==> src/rtl/divider_signed_seq_pkg.sv <==
// Shared definitions for the sequential signed multiply/divide datapaths:
// FSM state encoding and the two's-complement magnitude/negate helper.
package divider_signed_seq_pkg;

  typedef enum logic [1:0] {
    IDLE = 2'b00,
    DIV  = 2'b01,
    FIX  = 2'b10,
    DONE = 2'b11
  } state_t;

  // Widest operand the helper handles; callers zero-extend in and size-cast out.
  localparam int MAX_W = 64;

  // Low bits of the result are the correct negation for any narrower width.
  function automatic logic [MAX_W-1:0] cond_negate(input logic [MAX_W-1:0] v, input logic neg);
    return neg ? (~v + 1'b1) : v;
  endfunction

endpackage

==> src/rtl/divider_signed_seq_div_step.sv <==
// One restoring-division iteration: trial subtract of |Y| from the shifted
// partial remainder, keeping the result only when it does not go negative.
module div_step #(
  parameter int N = 4
) (
  input  logic [N-1:0] p,
  input  logic         d_bit,
  input  logic [N-1:0] y_mag,
  output logic [N:0]   p_next,
  output logic         q_bit
);

  logic [N:0] shifted;
  logic [N:0] trial;

  // Partial remainder stays below |Y| <= 2^(N-1), so shifted < 2^N and trial[N] is the sign.
  assign shifted = {p, d_bit};
  assign trial   = shifted - {1'b0, y_mag};
  assign q_bit   = ~trial[N];
  assign p_next  = trial[N] ? shifted : trial;

endmodule

==> src/rtl/divider_signed_seq.sv <==
// Sequential signed restoring divider, one quotient bit per clock.
// Sign-magnitude at load, unsigned iteration, sign fix-up in FIX.
module divider_signed_seq
  import divider_signed_seq_pkg::*;
#(
  parameter int N = 4
) (
  input  logic         Clk,
  input  logic         Resetn,
  input  logic         Start,
  input  logic [N-1:0] Xin,
  input  logic [N-1:0] Yin,
  output logic         Busy,
  output logic         Done,
  output logic [N-1:0] Q,
  output logic [N-1:0] R,
  output logic         DivZero,
  output logic         Ovf
);

  localparam int CW = $clog2(N);

  state_t         state_reg, state_next;
  logic [N-1:0]   dvd_reg, y_mag_reg, q_mag_reg, x_reg;
  logic [N:0]     p_reg;
  logic [CW-1:0]  cnt_reg;
  logic           sq_reg, sr_reg, y_zero_reg, ovf_cond_reg;
  logic [N-1:0]   q_out_reg, r_out_reg;
  logic           div_zero_reg, ovf_reg;

  logic [N-1:0]   x_mag, y_mag;
  logic [N-1:0]   q_fix, r_fix;
  logic [N:0]     step_p;
  logic           step_q;

  assign x_mag = N'(cond_negate(MAX_W'(Xin), Xin[N-1]));
  assign y_mag = N'(cond_negate(MAX_W'(Yin), Yin[N-1]));
  assign q_fix = N'(cond_negate(MAX_W'(q_mag_reg), sq_reg));
  assign r_fix = N'(cond_negate(MAX_W'(p_reg), sr_reg));

  div_step #(.N(N)) u_div_step (
    .p      (p_reg[N-1:0]),
    .d_bit  (dvd_reg[N-1]),
    .y_mag  (y_mag_reg),
    .p_next (step_p),
    .q_bit  (step_q)
  );

  always_comb begin
    state_next = state_reg;
    Busy       = 1'b0;
    Done       = 1'b0;
    case (state_reg)
      IDLE: if (Start) state_next = DIV;
      DIV: begin
        Busy = 1'b1;
        if (cnt_reg == CW'(N - 1)) state_next = FIX;
      end
      FIX: begin
        Busy       = 1'b1;
        state_next = DONE;
      end
      DONE: begin
        Busy       = 1'b1;
        Done       = 1'b1;
        state_next = IDLE;
      end
      default: state_next = IDLE;
    endcase
  end

  always_ff @(posedge Clk) begin
    if (!Resetn) begin
      state_reg    <= IDLE;
      dvd_reg      <= '0;
      y_mag_reg    <= '0;
      q_mag_reg    <= '0;
      x_reg        <= '0;
      p_reg        <= '0;
      cnt_reg      <= '0;
      sq_reg       <= 1'b0;
      sr_reg       <= 1'b0;
      y_zero_reg   <= 1'b0;
      ovf_cond_reg <= 1'b0;
      q_out_reg    <= '0;
      r_out_reg    <= '0;
      div_zero_reg <= 1'b0;
      ovf_reg      <= 1'b0;
    end else begin
      state_reg <= state_next;
      case (state_reg)
        IDLE: begin
          if (Start) begin
            dvd_reg      <= x_mag;
            y_mag_reg    <= y_mag;
            x_reg        <= Xin;
            q_mag_reg    <= '0;
            p_reg        <= '0;
            cnt_reg      <= '0;
            sq_reg       <= Xin[N-1] ^ Yin[N-1];
            sr_reg       <= Xin[N-1];
            y_zero_reg   <= (Yin == '0);
            ovf_cond_reg <= (Xin == {1'b1, {(N-1){1'b0}}}) && (Yin == '1);
            q_out_reg    <= '0;
            r_out_reg    <= '0;
            div_zero_reg <= 1'b0;
            ovf_reg      <= 1'b0;
          end
        end
        DIV: begin
          p_reg     <= step_p;
          q_mag_reg <= {q_mag_reg[N-2:0], step_q};
          dvd_reg   <= dvd_reg << 1;
          cnt_reg   <= cnt_reg + 1'b1;
        end
        FIX: begin
          // Divide-by-zero overrides whatever the iteration produced.
          if (y_zero_reg) begin
            q_out_reg    <= '1;
            r_out_reg    <= x_reg;
            div_zero_reg <= 1'b1;
            ovf_reg      <= 1'b0;
          end else begin
            q_out_reg    <= q_fix;
            r_out_reg    <= r_fix;
            div_zero_reg <= 1'b0;
            ovf_reg      <= ovf_cond_reg;
          end
        end
        default: ;
      endcase
    end
  end

  assign Q       = q_out_reg;
  assign R       = r_out_reg;
  assign DivZero = div_zero_reg;
  assign Ovf     = ovf_reg;

endmodule

==> config.mk <==
export PLATFORM = sky130hd
export DESIGN_NAME = divider_signed_seq
export DESIGN_NICKNAME = d
export VERILOG_FILES = /design/src/rtl/divider_signed_seq_pkg.sv /design/src/rtl/divider_signed_seq_div_step.sv /design/src/rtl/divider_signed_seq.sv
export SDC_FILE = /design/constraint.sdc
export NUM_CORES = 1
export LEC_CHECK = 0
export BUFFER_PORTS_ARGS = -buffer_cell sky130_fd_sc_hd__buf_4
export CORE_MARGIN = 2
export CORE_UTILIZATION = 50
export CTS_CLUSTER_SIZE = 40
export DETAILED_ROUTE_END_ITERATION = 8
export PLACE_DENSITY_LB_ADDON = 0.08
export SYNTH_ARGS = -nofsm -noshare
export SYNTH_HDL_FRONTEND = slang
export SYNTH_HIERARCHICAL = 1
export SYNTH_SLANG_ARGS = --single-unit
==> constraint.sdc <==
create_clock -name Clk -period 4.6 [get_ports Clk]
set_clock_uncertainty 0.1 [all_clocks]
set_input_delay 0.92 -clock Clk [delete_from_list [all_inputs] [get_ports Clk]]
set_output_delay 0.92 -clock Clk [all_outputs]
set_load 0.01 [all_outputs]
==> results.py, run 1 <==
metrics = {
    "drt": {
        "firstDrtPassIters": 4,
        "route.detailed.drc": 0,
        "routed_wirelength_um": 3960,
        "route.vias.total": 1626,
        "final_antenna_net_count": 0,
        "wl_per_cell_um": 13.2,
        "routed_via_density": 5.42,
        "drtIter0Drc": 93,
    },
    "setup_path": {
        "max_stage_delay_ps": 400,
        "worst-setup-path-type": "flip-flop to flip-flop",
        "crit_chain": "inv_1 -> ha_1 -> fa_1 -> inv_1 -> a21oi_1 -> o21bai_1 -> ha_1 -> nand3b_1 -> o311ai_1 -> or3b_1 -> a22oi_1 -> nor2_1",
        "reg2reg_to": "p_reg[3]",
        "cp_max_fo": 10,
        "cp-start-kind": "flip-flop",
        "r2r_start": "dvd_reg[3]",
        "crit_family": "adder cells",
        "arrival_ps": 2740,
        "crit_buf_inv": 2,
        "rr_worst_depth": 12,
        "r2r_slack_ps": 1910,
        "endpoint_kind": "flip-flop",
        "worstPathRequired_ps": 4640,
        "cpMaxStageDelayCell": "fa_1",
    },
    "pwr": {
        "p_per_area_mw_per_mm2": 521,
        "leakagePower_nw": 0.904,
        "ir_drop_v": 0.000340,
    },
    "floorplan": {
        "row_count": 22,
        "io_pins": 23,
        "fp.dieH_um": 67.0,
        "dieArea_mm2": 0.00448,
        "initial_core_util_pct": 52.9,
        "fp.dieW_um": 67.0,
        "core_area_mm2": 0.00374,
    },
    "yosys": {
        "synth_warnings": 6,
        "syn_nets": 262,
        "synthDistinctLibCells": 38,
        "postSynthAreaPerCell_um2": 8.43,
        "synth-seq-cells": 37,
        "synthArstFlopShare_pct": 0,
        "synth_cells": 235,
        "synth_edf_count": 0,
        "ys_seq_area_share_pct": 37.4,
        "synth_area_mm2": 0.00198,
        "synth-main-ff-cell": "dfxtp_1",
    },
    "global_route": {
        "grt_pass1_vias": 1483,
        "grt_max_degree": 33,
        "antenna_found_initial": 0,
        "overflow": 0,
        "grt_usage_pct": 20.2,
        "grt_first_pass_wirelength_um": 6800,
    },
    "timing": {
        "slew_violations": 0,
        "setup-tns-final_ps": 0,
        "setup_violations": 0,
        "rsz0062_at_grt": "false",
        "hold_viol_final": 0,
        "fin_hold_ws_ps": 355,
        "worst_pin_slew_ps": 980,
        "maxSlewHeadroom_pct": 34.6,
        "post-route-period-util_pct": 58.6,
        "fmax_ghz": 0.371,
        "fin_crit_ps": 2690,
    },
    "placement": {
        "place.gp.congestion": 0.787,
        "dp_hpwl_um": 2910,
        "port_buffers": 22,
    },
    "clock_tree": {
        "clk_latency_ps": 290,
        "clockBufferDepth": 2,
        "numCtsBuffers": 5,
        "cts_setup_buffers": 0,
        "clkTransAtPathRegs_ps": 70,
        "cts_tree": "done",
        "cts_hold_buf": 0,
        "root_buffer": "clkbuf_8",
        "htree_levels": 2,
        "clock_sinks": 37,
        "post_cts_resize_count": 0,
    },
    "worst_hold_path": {
        "hp-class": "flip-flop to flip-flop",
        "min-delay-start": "y_mag_reg[3]",
        "holdPathStages": 2,
        "holdPathEnd": "y_mag_reg[3]",
    },
    "layout": {
        "syn2layout_area_growth_pct": 12.2,
        "layout-drive-gt1-share_pct": 13.5,
        "final_nets": 279,
        "antenna_cells": 0,
    },
    "run_status": {
        "status": "finished clean",
    },
    "run": {
        "drv_cap": 0,
    },
}
## layout by cell type, fill, tap and decap left out, drive strengths merged
cell / n
dfxtp: 37
nor2b: 3
mux2: 1
o2111ai: 1
o21ai: 10
buf: 22
or3b: 1
nand3: 5
a221oi: 1
xnor2: 6
xor2: 1
or4: 1
mux2i: 7
clkbuf: 6
o221ai: 1
nor2: 24
and2: 2
nand2b: 6
ha: 15
a22oi: 12
a32oi: 2
nor4b: 1
nand2: 21
or2b: 1
nand3b: 2
clkinvlp: 1
nor3: 6
a21oi: 22
a211oi: 3
o311ai: 1
o31ai: 3
o21bai: 1
inv: 23
fa: 1
nand4: 2
## cell usage after synthesis (5+ instances only)
library cell	instances	area share (%)
mux2i_1	7	3.5
inv_1	23	4.4
clkbuf_1	6	1.1
dfxtp_1	37	37
ha_1	15	9.5
nand2b_1	6	1.9
a22oi_1	12	4.5
xnor2_1	6	2.7
o21ai_0	10	2.5
nor2_1	24	4.5
a21oi_1	18	4.5
nand2_1	21	4.0
nor3_1	6	1.5
nand3_1	5	1.3
## power by group
group	total, mW	switching (mW)	internal [mW]
Sequential	0.427	0.0508	0.376
Clock	0.234	0.116	0.118
Combinational	0.497	0.296	0.201
## worst reg2reg max path: stages, from the launching register on
cell	delay, ps
dfxtp_1	350
inv_1	50
ha_1	200
fa_1	400
inv_1	70
a21oi_1	60
o21bai_1	130
ha_1	360
nand3b_1	140
o311ai_1	90
or3b_1	370
a22oi_1	170
nor2_1	50
## metrics by stage
| stage | util [%] | instances | cell area, um^2 | worst slack (ps) | total power, mW |
|---|---|---|---|---|---|
| after floorplan | - | 235 | 1980 | 2100 | 0.860 |
| after global placement | 57.0 | 293 | 2130 | 2000 | 0.924 |
| after detailed placement | 57.0 | 293 | 2130 | 1910 | 0.934 |
| after CTS | 59.4 | 300 | 2220 | 1900 | 1.16 |
| after global routing | 59.4 | 300 | 2220 | 1640 | 1.26 |
| final | 59.4 | 300 | 2220 | 1910 | 1.16 |
## cell type report
class                           count  area, um^2
Clock buffer                        6        82.6
Clock inverter                      1        7.51
Fill cell                         394        1520
Inverter                           23        86.3
Multi-Input combinational cell    163        1080
Sequential cell                    37         741
Tap cell                           48        60.1
Timing Repair Buffer               22         165
## how the worst max path moves through the flow
| stage | slack, ps | start | cells after the start | end |
|---|---|---|---|---|
| after floorplan | 2100 | dvd_reg[3] | 13 | p_reg[3] |
| after global placement | 2000 | dvd_reg[3] | 12 | p_reg[3] |
| after detailed placement | 1910 | dvd_reg[3] | 12 | p_reg[3] |
| after CTS | 1900 | dvd_reg[3] | 12 | p_reg[3] |
| after global routing | 1640 | dvd_reg[3] | 12 | p_reg[3] |
| final | 1910 | dvd_reg[3] | 12 | p_reg[3] |
## kinds of logic (layout without fill, tap and decap cells)
| group | after synthesis | in the layout | synth area share (%) |
|---|---|---|---|
| DFF | 37 | 37 | 37.4 |
| and+or+nand+nor | 75 | 75 | 17.8 |
| xor gates and xnor gates | 7 | 7 | 3.09 |
| AOI/OAI and AO/OA | 57 | 57 | 19.1 |
| muxes | 8 | 8 | 4.10 |
| buffers and inverters | 35 | 52 | 8.08 |
| adders and majority gates | 16 | 16 | 10.5 |
## routing by layer
| layer | vias to the layer above | global-route usage (%) | routed length [um] |
|---|---|---|---|
| li1 | 839 | - | - |
| met1 | 749 | 26.6 | 1960 |
| met2 | 32 | 32.0 | 1790 |
| met3 | 6 | 4.73 | 149 |
| met4 | 0 | 7.65 | 59 |
| met5 | - | 0 | 0 |
Note: power is estimated with default switching activity, not from simulation.
==> run 2: changes to the inputs <==
--- a/config.mk
+++ b/config.mk
@@ -5,6 +5,7 @@
 export SDC_FILE = /design/constraint.sdc
 export NUM_CORES = 1
 export LEC_CHECK = 0
+export ABC_AREA = 1
 export BUFFER_PORTS_ARGS = -buffer_cell sky130_fd_sc_hd__buf_4
 export CORE_MARGIN = 2
 export CORE_UTILIZATION = 50
==> constraint.sdc (replaced) <==
create_clock -name Clk -period 2.38 [get_ports Clk]
set_clock_uncertainty 0.1 [all_clocks]
set_input_delay 0.476 -clock Clk [delete_from_list [all_inputs] [get_ports Clk]]
set_output_delay 0.476 -clock Clk [all_outputs]
set_load 0.01 [all_outputs]
==> results.py, run 2 <==
metrics = {
    "run_status": {
        "status": "finished clean",
    },
    "yosys": {
        "yosysMostFrequentCell": "nand2_1",
        "yosysTopAreaCellShare_pct": 36.3,
        "syn_nets": 298,
        "ys_seq_area_share_pct": 36.3,
        "synth_top_area_cell": "dfxtp_1",
        "synth_area_mm2": 0.00204,
        "synth_warnings": 6,
        "synth.area.top_cells": "dfxtp_1 (36%), ha_1 (9.2%), nand2_1 (9.2%), a21oi_1 (6.9%), inv_1 (6.1%)",
        "synth-seq-cells": 37,
        "synth_common_cells": "nand2_1 (50), dfxtp_1 (37), inv_1 (33)",
        "synth_edf_count": 0,
        "synth-main-ff-cell": "dfxtp_1",
        "postSynthAreaPerCell_um2": 7.53,
        "synthDistinctLibCells": 33,
        "synthArstFlopShare_pct": 0,
        "synth_cells": 271,
    },
    "global_route": {
        "grt_pass1_vias": 1580,
        "overflow": 0,
        "grt_max_degree": 23,
        "grt_usage_pct": 21.2,
        "antenna_found_initial": 0,
        "grt_first_pass_wirelength_um": 7200,
    },
    "placement": {
        "port_buffers": 22,
        "post-place-ws_ps": 160,
        "place.gp.congestion": 0.827,
        "dp_hpwl_um": 3100,
    },
    "clock_tree": {
        "cts_setup_buffers": 0,
        "clk_latency_ps": 290,
        "root_buffer": "clkbuf_8",
        "cts_hold_buf": 0,
        "clkTransAtPathRegs_ps": 70,
        "clock_sinks": 37,
        "htree_levels": 2,
        "cts_tree": "done",
        "clockBufferDepth": 2,
        "post_cts_resize_count": 0,
        "numCtsBuffers": 5,
    },
    "pwr": {
        "switchingPower_mw": 1.00,
        "p_sw_share_pct": 42.6,
        "clkPwrFrac_pct": 18.9,
        "internal_power_mw": 1.36,
        "p_per_area_mw_per_mm2": 1010,
        "p_comb_share_pct": 44.8,
        "leakagePower_nw": 1.03,
        "ir_drop_v": 0.000708,
        "p_seq_share_pct": 36.3,
    },
    "floorplan": {
        "row_count": 23,
        "dieArea_mm2": 0.00461,
        "fp.dieH_um": 67.9,
        "fp.dieW_um": 67.9,
        "initial_core_util_pct": 51.4,
        "io_pins": 23,
        "core_area_mm2": 0.00397,
    },
    "layout": {
        "final_common_cell": "nand2_1",
        "syn2layout_area_growth_pct": 14.7,
        "final_cell_mix": "nand2_1 (50), dfxtp_1 (37), inv_1 (32)",
        "antenna_cells": 0,
        "layout-drive-gt1-share_pct": 23.7,
        "final_nets": 326,
        "fillers": 391,
    },
    "drt": {
        "route.vias.total": 1734,
        "drtIter0Drc": 37,
        "routed_via_density": 4.97,
        "route.detailed.drc": 0,
        "firstDrtPassIters": 4,
        "wl_per_cell_um": 12.0,
        "routed_wirelength_um": 4200,
        "final_antenna_net_count": 0,
    },
    "timing": {
        "post-route-period-util_pct": 90.9,
        "slew_violations": 0,
        "maxSlewHeadroom_pct": 68.8,
        "worst_pin_slew_ps": 468,
        "rsz0062_at_grt": "false",
        "fin_crit_ps": 2160,
        "setup_violations": 0,
        "fin_ws_ps": 216,
        "fin_hold_ws_ps": 359,
        "hold_viol_final": 0,
        "setup-tns-final_ps": 0,
        "fmax_ghz": 0.462,
    },
    "setup_path": {
        "cpMaxStageDelayCell": "fa_1",
        "crit_buf_inv": 3,
        "endpoint_kind": "flip-flop",
        "r2r_slack_ps": 220,
        "r2r_start": "dvd_reg[3]",
        "path_depth": 13,
        "worst-setup-path-type": "flip-flop to flip-flop",
        "crit_family": "adder cells",
        "worstPathRequired_ps": 2460,
        "rr_worst_depth": 13,
        "max_stage_delay_ps": 360,
        "cp_max_fo": 7,
        "crit_chain": "inv_1 -> ha_1 -> fa_1 -> inv_1 -> a21oi_1 -> o21bai_1 -> ha_1 -> inv_2 -> a21oi_1 -> o21ai_0 -> nand2_1 -> nand2_1 -> a21oi_2",
        "crit_end": "p_reg[2]",
        "arrival_ps": 2240,
        "reg2reg_to": "p_reg[2]",
        "cp-start-kind": "flip-flop",
        "crit_start": "dvd_reg[3]",
    },
    "worst_hold_path": {
        "hp-class": "input port to flip-flop",
    },
    "run": {
        "drv_cap": 0,
    },
}
==> run 2: worst reg2reg max path: stages, from the launching register on <==
cell	delay, ps
dfxtp_1	350
inv_1	50
ha_1	200
fa_1	360
inv_1	90
a21oi_1	60
o21bai_1	140
ha_1	280
inv_2	120
a21oi_1	40
o21ai_0	70
nand2_1	60
nand2_1	80
a21oi_2	50
==> run 2: layout make-up <==
cell class	instances	area, um^2	area share, %
clock buffer	7	86.3	3.69
tap	50	62.6	2.67
sequential	37	741	31.6
multi-input combinational	190	1110	47.4
timing repair buffer	26	195	8.33
inverter	39	148	6.30
==> run 2: per-layer routing <==
metal | vias to the layer above | track usage, % | share of wire [%]
met3 | 8 | 3.95 | 3.6
met2 | 30 | 32.8 | 43
li1 | 930 | - | -
met1 | 766 | 28.3 | 51
met4 | 0 | 10.5 | 2.2
met5 | - | 0 | 0
==> run 2: logic make-up after synthesis <==
kind of cell               count (synthesis)  synth area share (%)
and+or+nand+nor                          104                  23.4
adders and majority gates                 16                  10.2
xor gates and xnor gates                   2                 0.858
DFF                                       37                  36.3
AOI/OAI and AO/OA                         68                  19.9
buffers and inverters                     44                  9.37
==> run 2: how the worst min path moves through the flow <==
stage	startpoint	to	slack [ps]	depth (start not counted)
finish	Xin[3]	sq_reg	360	3
global placement	DivZero	DivZero	350	2
CTS	Xin[3]	sq_reg	350	3
floorplan	cnt_reg[0]	cnt_reg[0]	340	1
detailed placement	DivZero	DivZero	360	2
global route	Xin[3]	sq_reg	370	3
==> run 2: stage by stage <==
stage | std cells | cell area (um^2) | power [mW] | util [%]
floorplan | 271 | 2040 | 1.69 | -
global placement | 342 | 2260 | 1.91 | 56.8
detailed placement | 342 | 2260 | 1.93 | 56.8
CTS | 349 | 2340 | 2.38 | 59.0
global route | 349 | 2340 | 2.57 | 59.0
finish | 349 | 2340 | 2.36 | 59.0
==> run 2: power groups by stage <==
stage,combinational (mW),sequential (mW),clock [mW]
4_1_cts,1.06,0.857,0.457
5_1_grt,1.21,0.879,0.481
3_3_place_gp,1.05,0.868,0
6_report,1.06,0.857,0.447
2_1_floorplan,0.838,0.853,0
3_5_place_dp,1.06,0.869,0
